## src/rtl/breaker_trip_interface.sv

```systemverilog
// -----------------------------------------------------------------------------
// breaker_trip_interface
//
// Breaker-side companion to the latching instantaneous overcurrent relay.
// It takes the relay's latched trip request and drives the breaker trip and
// close coils. It watches the 52a auxiliary contact through a synchroniser
// and a debounce filter, and flags breaker failure when the contact does not
// follow a coil command in time. When the breaker is confirmed open after a
// trip, it sends the relay a one-cycle pulse that clears the relay latch.
// Everything runs in the 800 Hz system clock domain.
//
// Ports:
//   clk_800hz          in   800 Hz system clock
//   reset_n            in   asynchronous assert, synchronous release, active low
//   trip_signal        in   latched trip from the overcurrent relay
//   breaker_closed_raw in   52a auxiliary contact (asynchronous), 1 = closed
//   manual_close       in   operator close request (level; rising edge used)
//   trip_coil          out  trip coil drive
//   close_coil         out  close coil drive
//   breaker_open       out  debounced breaker status, 1 = open
//   relay_reset_req    out  one-cycle pulse that clears the relay latch
//   breaker_fail       out  latched breaker-failure flag
//   lockout            out  lockout flag, cleared only by reset_n
//   state              out  FSM state: CLOSED=0 TRIPPING=1 OPEN=2 CLOSING=3
//                           LOCKOUT=4
//
// Build option:
//   AUTO_RECLOSE_EN  define to enable the one-shot auto-reclose. When it is
//                    undefined only manual_close can reclose the breaker.
// -----------------------------------------------------------------------------
module breaker_trip_interface #(
  parameter int unsigned COIL_PULSE_CYC    = 16,   // coil energise length
  parameter int unsigned BF_TIMEOUT_CYC    = 80,   // contact confirmation window
  parameter int unsigned DEBOUNCE_CYC      = 4,    // equal samples to accept a change
  parameter int unsigned RECLOSE_DELAY_CYC = 400,  // auto-reclose dead/reclaim time
  parameter int unsigned CNT_W             = 12    // state timer width
) (
  input  logic       clk_800hz,
  input  logic       reset_n,
  input  logic       trip_signal,
  input  logic       breaker_closed_raw,
  input  logic       manual_close,
  output logic       trip_coil,
  output logic       close_coil,
  output logic       breaker_open,
  output logic       relay_reset_req,
  output logic       breaker_fail,
  output logic       lockout,
  output logic [2:0] state
);

  // ---------------------------------------------------------------------------
  // Encodings and derived constants
  // ---------------------------------------------------------------------------
  localparam logic [2:0] ST_CLOSED   = 3'd0;
  localparam logic [2:0] ST_TRIPPING = 3'd1;
  localparam logic [2:0] ST_OPEN     = 3'd2;
  localparam logic [2:0] ST_CLOSING  = 3'd3;
  localparam logic [2:0] ST_LOCKOUT  = 3'd4;

  localparam int unsigned DB_W = $clog2(DEBOUNCE_CYC) + 1;

  // The timer reads 0 on the entry edge, so a count of N cycles ends on the
  // edge that leaves the timer at N-1.
  localparam logic [CNT_W-1:0] COIL_LEN = CNT_W'(COIL_PULSE_CYC);
  localparam logic [CNT_W-1:0] BF_LAST  = CNT_W'(BF_TIMEOUT_CYC - 1);
  localparam logic [DB_W-1:0]  DB_LAST  = DB_W'(DEBOUNCE_CYC - 1);
`ifdef AUTO_RECLOSE_EN
  localparam logic [CNT_W-1:0] RECLOSE_LAST = CNT_W'(RECLOSE_DELAY_CYC - 1);
`endif

  // Elaboration-time sanity checks on the parameter set.
  if (BF_TIMEOUT_CYC <= COIL_PULSE_CYC) begin : g_bad_bf_timeout
    $error("BF_TIMEOUT_CYC must exceed COIL_PULSE_CYC");
  end
  if (DEBOUNCE_CYC == 0) begin : g_bad_debounce
    $error("DEBOUNCE_CYC must be at least 1");
  end
  if ((64'd1 << CNT_W) <= 64'(BF_TIMEOUT_CYC) ||
      (64'd1 << CNT_W) <= 64'(RECLOSE_DELAY_CYC)) begin : g_bad_cnt_w
    $error("CNT_W too narrow for the cycle parameters");
  end

  // ---------------------------------------------------------------------------
  // Contact path: 2-FF synchroniser followed by a debounce filter
  // ---------------------------------------------------------------------------
  logic            sync1_q, sync2_q;
  logic            db_closed_q, db_closed_d;
  logic [DB_W-1:0] db_cnt_q,    db_cnt_d;

  // NOTE: the synchroniser and debounce flops reset to "closed" rather than 0,
  // so a breaker that is closed at power-up does not look like an opening.
  always_ff @(posedge clk_800hz or negedge reset_n) begin
    if (!reset_n) begin
      sync1_q     <= 1'b1;
      sync2_q     <= 1'b1;
      db_closed_q <= 1'b1;
      db_cnt_q    <= '0;
    end else begin
      // NOTE: non-blocking assignments so every flop samples pre-edge values;
      // blocking here would collapse the two synchroniser stages into one.
      sync1_q     <= breaker_closed_raw;
      sync2_q     <= sync1_q;
      db_closed_q <= db_closed_d;
      db_cnt_q    <= db_cnt_d;
    end
  end

  // The counter advances while the synchronised sample disagrees with the
  // accepted value and restarts on any agreeing sample. The value flips on
  // the DEBOUNCE_CYC-th disagreeing sample.
  always_comb begin
    // NOTE: every signal gets a default before the conditions below; a path
    // that leaves one unassigned would infer a latch.
    db_closed_d = db_closed_q;
    db_cnt_d    = '0;
    if (sync2_q != db_closed_q) begin
      if (db_cnt_q == DB_LAST) begin
        db_closed_d = sync2_q;
      end else begin
        db_cnt_d = db_cnt_q + DB_W'(1);
      end
    end
  end

  // ---------------------------------------------------------------------------
  // Operator close edge detect
  // ---------------------------------------------------------------------------
  logic manual_close_q;
  logic close_rise;

  always_ff @(posedge clk_800hz or negedge reset_n) begin
    if (!reset_n) begin
      manual_close_q <= 1'b0;
    end else begin
      manual_close_q <= manual_close;
    end
  end

  assign close_rise = manual_close & ~manual_close_q;

  // ---------------------------------------------------------------------------
  // Main FSM, state timer and registered outputs
  // ---------------------------------------------------------------------------
  logic [2:0]       state_q,           state_d;
  logic [CNT_W-1:0] timer_q,           timer_d;
  logic             trip_coil_q,       trip_coil_d;
  logic             close_coil_q,      close_coil_d;
  logic             breaker_open_q,    breaker_open_d;
  logic             relay_reset_req_q, relay_reset_req_d;
  logic             breaker_fail_q,    breaker_fail_d;
  logic             lockout_q,         lockout_d;
`ifdef AUTO_RECLOSE_EN
  logic             shot_used_q,       shot_used_d;
  logic             reclose_arm_q,     reclose_arm_d;
`endif

  // Transitions act on db_closed_d, the value the debounce register takes on
  // this same edge, so the state and breaker_open move together with the
  // accepted contact change instead of one cycle behind it.
  always_comb begin
    state_d           = state_q;
    relay_reset_req_d = 1'b0;
    breaker_fail_d    = breaker_fail_q;
`ifdef AUTO_RECLOSE_EN
    shot_used_d       = shot_used_q;
    reclose_arm_d     = reclose_arm_q;
`endif

    case (state_q)
      ST_CLOSED: begin
        // A trip wins over a contact that opens on the same edge; TRIPPING
        // then sees the open contact one cycle later and asks for the reset.
        if (trip_signal) begin
          state_d = ST_TRIPPING;
        end else if (!db_closed_d) begin
          state_d = ST_OPEN;  // spontaneous opening, relay latch untouched
        end
      end

      ST_TRIPPING: begin
        // The contact is checked before the timeout so a confirmation that
        // lands on the timeout edge is not reported as a failure.
        if (!db_closed_d) begin
          relay_reset_req_d = 1'b1;
`ifdef AUTO_RECLOSE_EN
          if (shot_used_q) begin
            state_d = ST_LOCKOUT;  // trip after the reclose shot: no retry
          end else begin
            state_d       = ST_OPEN;
            reclose_arm_d = 1'b1;
          end
`else
          state_d = ST_OPEN;
`endif
        end else if (timer_q >= BF_LAST) begin
          state_d        = ST_LOCKOUT;
          breaker_fail_d = 1'b1;
        end
      end

      ST_OPEN: begin
        // A close request that arrives while the relay still holds a trip is
        // dropped, not queued.
        if (db_closed_d) begin
          state_d = ST_CLOSED;
        end else if (close_rise && !trip_signal) begin
          state_d = ST_CLOSING;
`ifdef AUTO_RECLOSE_EN
        end else if (reclose_arm_q && (timer_q >= RECLOSE_LAST) && !trip_signal) begin
          state_d     = ST_CLOSING;
          shot_used_d = 1'b1;
`endif
        end
      end

      ST_CLOSING: begin
        if (trip_signal) begin
          state_d = ST_TRIPPING;
        end else if (db_closed_d) begin
          state_d = ST_CLOSED;
        end else if (timer_q >= BF_LAST) begin
          state_d        = ST_LOCKOUT;
          breaker_fail_d = 1'b1;
        end
      end

      ST_LOCKOUT: begin
        state_d = ST_LOCKOUT;
      end

      // Unreachable encodings fall into the safe, latched condition.
      default: begin
        state_d = ST_LOCKOUT;
      end
    endcase

`ifdef AUTO_RECLOSE_EN
    // The reclose opportunity belongs to one visit of OPEN only.
    if (state_d != ST_OPEN) begin
      reclose_arm_d = 1'b0;
    end
    // The shot is given back after a full reclaim period in CLOSED.
    if ((state_q == ST_CLOSED) && (state_d == ST_CLOSED) && (timer_q >= RECLOSE_LAST)) begin
      shot_used_d = 1'b0;
    end
`endif

    // Timer restarts on each state entry and saturates at all-ones.
    if (state_d != state_q) begin
      timer_d = '0;
    end else if (timer_q != '1) begin
      timer_d = timer_q + CNT_W'(1);
    end else begin
      timer_d = timer_q;
    end

    // Coil drives come from the next state and next timer value, which makes
    // the two coils mutually exclusive by construction and lets the trip coil
    // rise on the very edge that leaves CLOSING.
    trip_coil_d    = (state_d == ST_TRIPPING) && (timer_d < COIL_LEN);
    close_coil_d   = (state_d == ST_CLOSING)  && (timer_d < COIL_LEN);
    breaker_open_d = ~db_closed_d;
    lockout_d      = (state_d == ST_LOCKOUT);
  end

  always_ff @(posedge clk_800hz or negedge reset_n) begin
    if (!reset_n) begin
      state_q           <= ST_CLOSED;
      timer_q           <= '0;
      trip_coil_q       <= 1'b0;
      close_coil_q      <= 1'b0;
      breaker_open_q    <= 1'b0;
      relay_reset_req_q <= 1'b0;
      breaker_fail_q    <= 1'b0;
      lockout_q         <= 1'b0;
`ifdef AUTO_RECLOSE_EN
      shot_used_q       <= 1'b0;
      reclose_arm_q     <= 1'b0;
`endif
    end else begin
      state_q           <= state_d;
      timer_q           <= timer_d;
      trip_coil_q       <= trip_coil_d;
      close_coil_q      <= close_coil_d;
      breaker_open_q    <= breaker_open_d;
      relay_reset_req_q <= relay_reset_req_d;
      breaker_fail_q    <= breaker_fail_d;
      lockout_q         <= lockout_d;
`ifdef AUTO_RECLOSE_EN
      shot_used_q       <= shot_used_d;
      reclose_arm_q     <= reclose_arm_d;
`endif
    end
  end

  assign trip_coil       = trip_coil_q;
  assign close_coil      = close_coil_q;
  assign breaker_open    = breaker_open_q;
  assign relay_reset_req = relay_reset_req_q;
  assign breaker_fail    = breaker_fail_q;
  assign lockout         = lockout_q;
  assign state           = state_q;

endmodule

```

## config.mk

```make
export PLATFORM = sky130hd
export DESIGN_NAME = breaker_trip_interface
export DESIGN_NICKNAME = d
export VERILOG_FILES = /design/src/rtl/breaker_trip_interface.sv
export SDC_FILE = /design/constraint.sdc
export NUM_CORES = 1
export LEC_CHECK = 0
export CAP_MARGIN = 20
export CORE_MARGIN = 8
export CORE_UTILIZATION = 60
export DETAILED_ROUTE_END_ITERATION = 8
export GPL_ROUTABILITY_DRIVEN = 0
export PLACE_DENSITY = 0.83
export RECOVER_POWER = 50
export SYNTH_ARGS = -nofsm -noshare
export SYNTH_HDL_FRONTEND = slang
export SYNTH_SLANG_ARGS = --single-unit
export TNS_END_PERCENT = 20
```

## constraint.sdc

```tcl
create_clock -name clk_800hz -period 3.05 [get_ports clk_800hz]
set_clock_uncertainty 0.1 [all_clocks]
set_input_delay 0.915 -clock clk_800hz [delete_from_list [all_inputs] [get_ports clk_800hz]]
set_output_delay 0.915 -clock clk_800hz [all_outputs]
set_load 0.05 [all_outputs]
```

==> results.ini, run 1 <==
[run_status]
outcome = finished clean

[setup_path]
rr_endpoint = close_coil
cp_top_family = buffers and inverters
arrival_ns = 1.84
crit_type = flip-flop to output port
endpoint_kind = output port
path_cells = clkdlybuf4s50_1
max_stage_delay_ns = 0.89
cp.required_ns = 2.03
crit_buf_inv = 1
reg2regPathDepth = 8
worstReg2RegStart = db_cnt_q[0]
crit_slowest_cell = clkdlybuf4s50_1
path_max_fanout = 10
setup.worst_path.start_class = flip-flop
ff2ff_setup_slack_ns = 0.63

[finish]
layout_commonest_cell = dfrtp_1
area_growth_pct = 13.6
final_area_um2 = 1630
fin_util_pct = 73.1
antenna_cells = 0
final_cell_mix = 25 x dfrtp_1, 18 x nor2_1, 11 x nand2_1, 10 x mux2i_1, 10 x clkdlybuf4s50_1
finalNetCount = 161
final.fill_count = 160
drive_gt1_share_pct = 11.1
fin_cells = 181

[synthesis]
syn_nets = 143
syn_area_um2 = 1440
ys.flop_type = dfrtp_1
synth_cell_types = 38
async_reset_ff_share_pct = 100
synth_top_cell_by_area = dfrtp_1
synth-seq-cells = 28
yosysWarnings = 0
yosysSeqAreaShare_pct = 49.0
synthTopCellsByArea = dfrtp_1 44%, mux2i_1 6.3%, dfstp_2 5.5%
yosysTopAreaCellShare_pct = 43.5
synth-edff-count = 0
avgSynthCellArea_um2 = 10.6
syn_inst = 136

[clock_tree]
holdBufCountCts = 0
cts_setup_buffers = 0
cts_root_buf = clkbuf_4
htree_levels = 1
cts-buffers-inserted = 3
cts.sinks = 28
tritoncts = yes
cts_buffer_depth = 2
clock_latency_ns = 0.32
cts.repair.resized = 0
clk_pin_slew_ns = 0.15

[routing]
drtAntennaViolNets = 0
wire_per_inst_um = 15.5
firstDrtPassIters = 4
routed_via_density = 5.86
initialDrtViolationCount = 54
num_vias = 1060
drc = 0
wl_um = 2810

[pwr]
p_total_mw = 1.32
irDropWorstVdd_v = 0.000540
power.density_nw_per_um2 = 808
p_leak_nw = 0.716

[die]
io_pins = 14
die_y_um = 65.0
core_um2 = 2230
fp-row-count = 17
die_x_um = 65.0
dieArea_um2 = 4220
start_util_pct = 64.4

[timing]
whs_ns = 0.272
tightest_slew_ns = 1.43
final_hold_viol_count = 0
slew_violations = 0
fin_crit_sh_pct = 93.5
rsz0062_at_grt = false
slew-limit-headroom_pct = 4.65
post-route-min-period_ns = 2.85
fmax_mhz = 351
fin_setup_tns_ns = 0
worst_slack_ns = 0.199
setup-violations-final = 0

[global_route]
grt_pass1_wl_um = 4790
grt_max_degree = 29
use_met3_pct = 4.12
use_met1_pct = 18.1
busiest_layer = met2
grt.total_usage_pct = 14.0
grt-ovfl-total = 0
grt_pass1_vias = 1059
antenna_found_initial = 0
met2_usage_pct = 21.1

[place]
dp_hpwl_um = 1950
placed_area_um2 = 1600
place_ws_ns = 0.192
dp_cells = 177
io_buffers = 13

[worst_hold_path]
hold_start = sync1_q
min_path_cells = 0
hold_path_end = sync2_q
hp-class = flip-flop to flip-flop

[job]
maxCapViolCount = 0

## final cells by class
class                           count  area (µm²)  share of cell area, %
Tap cell                           28        35.0                   2.15
Multi-Input combinational cell    101         677                   41.5
Clock buffer                        3        22.5                   1.38
Timing Repair Buffer               16         149                   9.12
Sequential cell                    28         704                   43.1
Inverter                            4        15.0                  0.920
Clock inverter                      1        30.0                   1.84
## registers in the layout (all words and copies together), names as in the netlist
signal,flops
breaker_fail,1
breaker_open,1
close_coil,1
db_closed_q,1
db_cnt_q,3
lockout,1
manual_close_q,1
relay_reset_req,1
state,3
sync1_q,1
sync2_q,1
timer_q,12
trip_coil,1
## logic make-up after synthesis
| group | share of synthesized area, % |
|---|---|
| simple gates | 24.3 |
| flops | 49.0 |
| compound gates | 9.14 |
| mux | 7.83 |
| xor+xnor | 5.48 |
| buf+inv | 2.52 |
| fa+ha+maj | 1.74 |
## Yosys cell counts (2+ instances only)
| cell | count |
|---|---|
| nor3_1 | 6 |
| mux2i_1 | 9 |
| a21oi_2 | 2 |
| nor3b_1 | 2 |
| dfstp_2 | 3 |
| o21ai_0 | 2 |
| xor2_1 | 2 |
| xnor2_1 | 7 |
| o21a_1 | 2 |
| nor3b_2 | 2 |
| ha_1 | 2 |
| a21oi_1 | 6 |
| nor2_1 | 18 |
| nand2b_1 | 6 |
| and3_1 | 3 |
| nand3_1 | 5 |
| inv_1 | 3 |
| buf_2 | 2 |
| dfrtp_1 | 25 |
| nand2_1 | 11 |
## how the worst max path moves through the flow
| stage | startpoint | endpoint | slack [ns] | cells past startpoint |
|---|---|---|---|---|
| 6_report | state[1] | state[1] | 0.20 | 1 |
| 5_1_grt | state[1] | state[1] | 0.14 | 1 |
| 4_1_cts | state[1] | state[1] | 0.19 | 1 |
| 3_5_place_dp | trip_signal | close_coil | 0.19 | 7 |
| 3_3_place_gp | trip_signal | close_coil | 0.27 | 7 |
| 2_1_floorplan | trip_signal | close_coil | 0.79 | 6 |
## layer usage
| layer | up-vias | share of wire (%) | wire length [µm] |
|---|---|---|---|
| met5 | - | 0 | 0 |
| met4 | 0 | 2.0 | 55 |
| met3 | 6 | 7.3 | 205 |
| met2 | 48 | 45 | 1250 |
| met1 | 503 | 46 | 1290 |
| li1 | 503 | - | - |
## where the power goes
group | internal, mW | switching [mW]
sequential | 0.443 | 0.0641
clock | 0.133 | 0.110
combinational | 0.227 | 0.341
total | 0.803 | 0.515
Note: power is estimated with default switching activity, not from simulation.
==> run 2, diff against run 1 <==
SLEW_MARGIN = 20   (was default)
==> results of run 2 <==
The final DEF is identical to that of run 1; final timing and power are the same.
==> run 3, diff against run 2 <==
CTS_CLUSTER_DIAMETER = 80   (was default)
==> results of run 3 <==
The final DEF is identical to that of run 1; final timing and power are the same.
